File: src/rtl/median5_stream_sched.sv
// Streaming 5-tap sliding-window median filter built around one time-shared comparator.
// Optional MEDIAN_EARLY_EXIT_EN: end the compare phase at the first candidate that qualifies.
module median5_stream_sched #(
    parameter int unsigned DW = 8
) (
    input  logic          clk,
    input  logic          ngreset,
    input  logic          flush,
    input  logic          in_valid,
    output logic          in_ready,
    input  logic [DW-1:0] in_data,
    output logic          out_valid,
    input  logic          out_ready,
    output logic [DW-1:0] out_data,
    output logic          busy,
    output logic [2:0]    fill_cnt
);

`ifdef MEDIAN_EARLY_EXIT_EN
    localparam bit EarlyExit = 1'b1;
`else
    localparam bit EarlyExit = 1'b0;
`endif

    typedef enum logic [1:0] {StIdle, StCmp, StOut} state_e;

    state_e        state_q, state_d;
    logic [DW-1:0] win_q [5];
    logic [DW-1:0] win_d [5];
    logic [2:0]    fill_q, fill_d;
    logic [2:0]    cand_q, cand_d;
    logic [2:0]    step_q, step_d;
    logic [2:0]    wins_q, wins_d;
    logic [2:0]    med_idx_q, med_idx_d;
    logic [DW-1:0] out_data_q, out_data_d;

    logic          accept;
    logic          beat;
    logic          last_step;
    logic          qualifies;
    logic [2:0]    opp;
    logic [2:0]    wins_sum;
    logic [2:0]    final_idx;
    logic [DW-1:0] cand_val;
    logic [DW-1:0] opp_val;

    assign in_ready  = (state_q == StIdle);
    assign out_valid = (state_q == StOut);
    assign busy      = (state_q != StIdle);
    assign fill_cnt  = fill_q;
    assign out_data  = out_data_q;

    assign accept = in_valid && in_ready && !flush;

    // Opponent skips the candidate itself: steps 0..3 map onto the four other taps.
    assign opp      = (step_q < cand_q) ? step_q : step_q + 3'd1;
    assign cand_val = win_q[cand_q];
    assign opp_val  = win_q[opp];

    // Equal values are ordered by index so every tap gets a unique rank.
    assign beat      = (cand_val > opp_val) || ((cand_val == opp_val) && (cand_q > opp));
    assign wins_sum  = wins_q + {2'b00, beat};
    assign last_step = (step_q == 3'd3);
    assign qualifies = last_step && (wins_sum == 3'd2);
    assign final_idx = qualifies ? cand_q : med_idx_q;

    always_comb begin
        state_d    = state_q;
        win_d      = win_q;
        fill_d     = fill_q;
        cand_d     = cand_q;
        step_d     = step_q;
        wins_d     = wins_q;
        med_idx_d  = med_idx_q;
        out_data_d = out_data_q;

        if (flush) begin
            state_d = StIdle;
            fill_d  = 3'd0;
        end else begin
            unique case (state_q)
                StIdle: begin
                    if (accept) begin
                        win_d[4] = win_q[3];
                        win_d[3] = win_q[2];
                        win_d[2] = win_q[1];
                        win_d[1] = win_q[0];
                        win_d[0] = in_data;
                        fill_d   = (fill_q == 3'd5) ? 3'd5 : fill_q + 3'd1;
                        if (fill_d == 3'd5) begin
                            state_d = StCmp;
                            cand_d  = 3'd0;
                            step_d  = 3'd0;
                            wins_d  = 3'd0;
                        end
                    end
                end
                StCmp: begin
                    if (qualifies) begin
                        med_idx_d = cand_q;
                    end
                    if (last_step) begin
                        cand_d = cand_q + 3'd1;
                        step_d = 3'd0;
                        wins_d = 3'd0;
                        if ((EarlyExit && qualifies) || (cand_q == 3'd4)) begin
                            state_d    = StOut;
                            out_data_d = win_q[final_idx];
                        end
                    end else begin
                        step_d = step_q + 3'd1;
                        wins_d = wins_sum;
                    end
                end
                StOut: begin
                    if (out_ready) begin
                        state_d = StIdle;
                    end
                end
                default: state_d = StIdle;
            endcase
        end
    end

    always_ff @(posedge clk or negedge ngreset) begin
        if (!ngreset) begin
            state_q    <= StIdle;
            for (int i = 0; i < 5; i++) begin
                win_q[i] <= '0;
            end
            fill_q     <= 3'd0;
            cand_q     <= 3'd0;
            step_q     <= 3'd0;
            wins_q     <= 3'd0;
            med_idx_q  <= 3'd0;
            out_data_q <= '0;
        end else begin
            state_q    <= state_d;
            win_q      <= win_d;
            fill_q     <= fill_d;
            cand_q     <= cand_d;
            step_q     <= step_d;
            wins_q     <= wins_d;
            med_idx_q  <= med_idx_d;
            out_data_q <= out_data_d;
        end
    end

endmodule

File: config.mk
export PLATFORM = sky130hd
export DESIGN_NAME = median5_stream_sched
export DESIGN_NICKNAME = d
export VERILOG_FILES = /design/src/rtl/median5_stream_sched.sv
export SDC_FILE = /design/constraint.sdc
export NUM_CORES = 1
export LEC_CHECK = 0
export ABC_CLOCK_PERIOD_IN_PS = 5750
export CAP_MARGIN = 0
export CORE_MARGIN = 3
export CORE_UTILIZATION = 60
export CTS_BUF_LIST = sky130_fd_sc_hd__clkbuf_16
export CTS_CLUSTER_SIZE = 30
export DETAILED_ROUTE_END_ITERATION = 7
export GPL_TIMING_DRIVEN = 0
export HOLD_SLACK_MARGIN = 0.02
export PLACE_DENSITY = 0.8
export SLEW_MARGIN = 20
export SYNTH_ARGS = -nofsm -noshare
export SYNTH_HDL_FRONTEND = slang
export SYNTH_SLANG_ARGS = --single-unit
File: constraint.sdc
create_clock -name clk -period 5.75 [get_ports clk]
set_clock_uncertainty 0.1 [all_clocks]
set_input_delay 1.4375 -clock clk [delete_from_list [all_inputs] [get_ports clk]]
set_output_delay 1.4375 -clock clk [all_outputs]
set_load 0.005 [all_outputs]
==> results_dict.tcl <==
set metrics [dict create \
    hp-class "flop to flop" \
    io_buffer_count 25 \
    drt_first_iter_violations 403 \
    cp_max_fo 11 \
    worstPathArrival_ns 5.59 \
    avgSynthCellArea_um2 9.86 \
    fmax_mhz 182 \
    areaGrowthSynthToFinish_pct 19.1 \
    required_ns 5.85 \
    cts_buffers 9 \
    syn_inst 458 \
    ys_warn_count 0 \
    finalSetupTns_ns 0 \
    rsz0062_at_grt "false" \
    io_pins 27 \
    drv_cap 0 \
    via_count 4024 \
    wl_per_cell_um 20.7 \
    grt_max_degree 43 \
    slew_violations 0 \
    relSlewSlack_pct 35.4 \
    critPathLaunchType "flop" \
    via_per_inst 6.59 \
    post-route-worst-setup-slack_ns 0.265 \
    grt_first_pass_wirelength_um 20000 \
    dr.pass1.iters 5 \
    dp_cells 583 \
    syn_nets 490 \
    r2r_slack_ns 0.26 \
    clkSinkCount 65 \
    drive_above_1_share_pct 20.9 \
    die_y_um 92.8 \
    final_common_cell "dfrtp_1" \
    mostFrequentLayoutCells "dfrtp_1, nand2_1, a21oi_1, mux2_2, mux2i_1" \
    crit_type "flop to flop" \
    dieWidth_um 92.8 \
    routabilityCongestion 0.908 \
    crit_slowest_cell "dfrtp_1" \
    fin_total_pwr_mw 1.92 \
    yosys.cell_types.count 58 \
    cts_buffer_depth 2 \
    dpl.hpwl_um 8370 \
    status "completed" \
    cp_top_family "adder cells" \
    cts.htree.levels 3 \
    p_per_area_mw_per_mm2 358 \
    core-area_mm2 0.00729 \
    setup_viol 0 \
    ant_nets 0 \
    worst_pin_slew_ns 0.966 \
    seq_area_frac_synth_pct 36.0 \
    cts_hold_buf 0 \
    path_clk_slew_ns 0.06 \
    drc_errors 0 \
    grt_pass1_vias 3809 \
    gr-total-overflow 0 \
    routed_wl_um 12700 \
    initial_utilization_pct 61.9 \
    critPathBufInv 7 \
    nNetsFinal 539 \
    rows 31 \
    cts_tree "done" \
    fin_crit_ns 5.49 \
    total_leakage_power_nw 2.19 \
    cts_root_buffer "clkbuf_16" \
    clkLatencyLatePin_ns 0.34 \
    fin_cells 611 \
    finalCritPeriodShare_pct 95.4 \
    grt_usage_pct 29.9 \
    dieArea_mm2 0.00861 \
    post-place-ws_ns -0.301 \
    netlist_area_mm2 0.00452 \
    antenna_cells 0 \
    peakVddDrop_uv 265 \
    hold_viol_final 0 \
    synth_seq_cells 65 \
    critPathMaxStageDelay_ns 0.41 \
    antenna_found_initial 0 \
    cp-end-kind "flop" \
]
[cell usage after synthesis (all sizes together)]
master	instances	area (um^2)
a211oi	10	92.6
a21o	4	30.0
a21oi	40	211
a22o	3	26.3
a31oi	1	6.26
a32oi	1	8.76
and2	1	6.26
and3	1	6.26
and3b	2	17.5
and4b	1	10.0
buf	14	87.6
clkbuf	11	41.3
dfrtp	65	1630
ha	19	238
inv	8	35.0
mux2	45	510
mux2i	33	343
nand2	45	176
nand2b	11	76.3
nand3	5	25.0
nand3b	2	15.0
nand4	12	75.1
nor2	22	98.9
nor2b	13	81.3
nor3	3	15.0
nor3b	10	80.1
nor4b	1	15.0
o211ai	16	125
o21ai	27	139
o221ai	8	70.1
o22ai	7	43.8
o31ai	2	33.8
o32a	7	70.1
o32ai	1	16.3
or3	2	12.5
or3b	1	8.76
xnor2	2	25.0
xor2	2	17.5
[area by class of cell]
cell class	count	area, um^2
fill	524	1910
clock inverter	7	85.1
sequential	65	1630
clock buffer	9	225
timing repair buffer	38	370
inverter	8	35.0
buffer	25	135
multi-input combinational	360	2780
tap	99	124
[metrics by stage]
| stage | cell area, um^2 | hold WS [ns] | utilization [%] |
|---|---|---|---|
| floorplan | 4520 | 0.380 | - |
| global placement | 4890 | 0.398 | 67.1 |
| detailed placement | 4910 | 0.408 | 67.3 |
| CTS | 5270 | 0.425 | 72.2 |
| global route | 5380 | 0.452 | 73.8 |
| finish | 5380 | 0.423 | 73.8 |
[cell families (layout without fill, tap and decap cells)]
kind of cell	Yosys count	count (layout)	share of synthesized area, %
muxes	78	78	18.9
DFF	65	65	36.0
buffers and inverters	33	87	3.63
xor gates and xnor gates	4	4	0.942
adders and majority gates	19	19	5.26
and+or+nand+nor	132	132	15.9
AOI/OAI and AO/OA	127	127	19.3
[final timing paths]
check / from / cells after the start / endpoint
max: cand_q[1] / 26 / out_data[1]
min: wins_q[0] / 1 / wins_q[0]
max reg2reg: cand_q[1] / 26 / out_data[1]
min reg2reg: wins_q[0] / 1 / wins_q[0]
max in group asynchronous: ngreset / 2 / win_q[10]
min in group asynchronous: ngreset / 1 / out_data[5]
[power by group]
group | total, mW | switching [mW] | internal, mW
combinational | 0.597 | 0.276 | 0.321
clock | 0.577 | 0.203 | 0.375
sequential | 0.750 | 0.186 | 0.564
total | 1.92 | 0.664 | 1.26
[state kept, by name, summed over array words and instances, names as in the netlist]
register,cells
win_q,40
out_data,8
fill_cnt,3
med_idx_q,3
state_q,2
step_q,3
cand_q,3
wins_q,3
[layer usage]
layer	vias to the layer above	wire, um	GRT usage (%)
li1	1821	-	-
met1	1929	5410	42.6
met2	240	5730	44.5
met3	34	1240	6.90
met4	0	275	10.6
met5	-	0	0
[repair_timing]
action	in CTS	in global routing
gates resized for setup	4	10
setup buffers	3	9
pin swaps	1	3
endpoints found under the setup margin	11	11
Note: power is estimated with default switching activity, not from simulation.
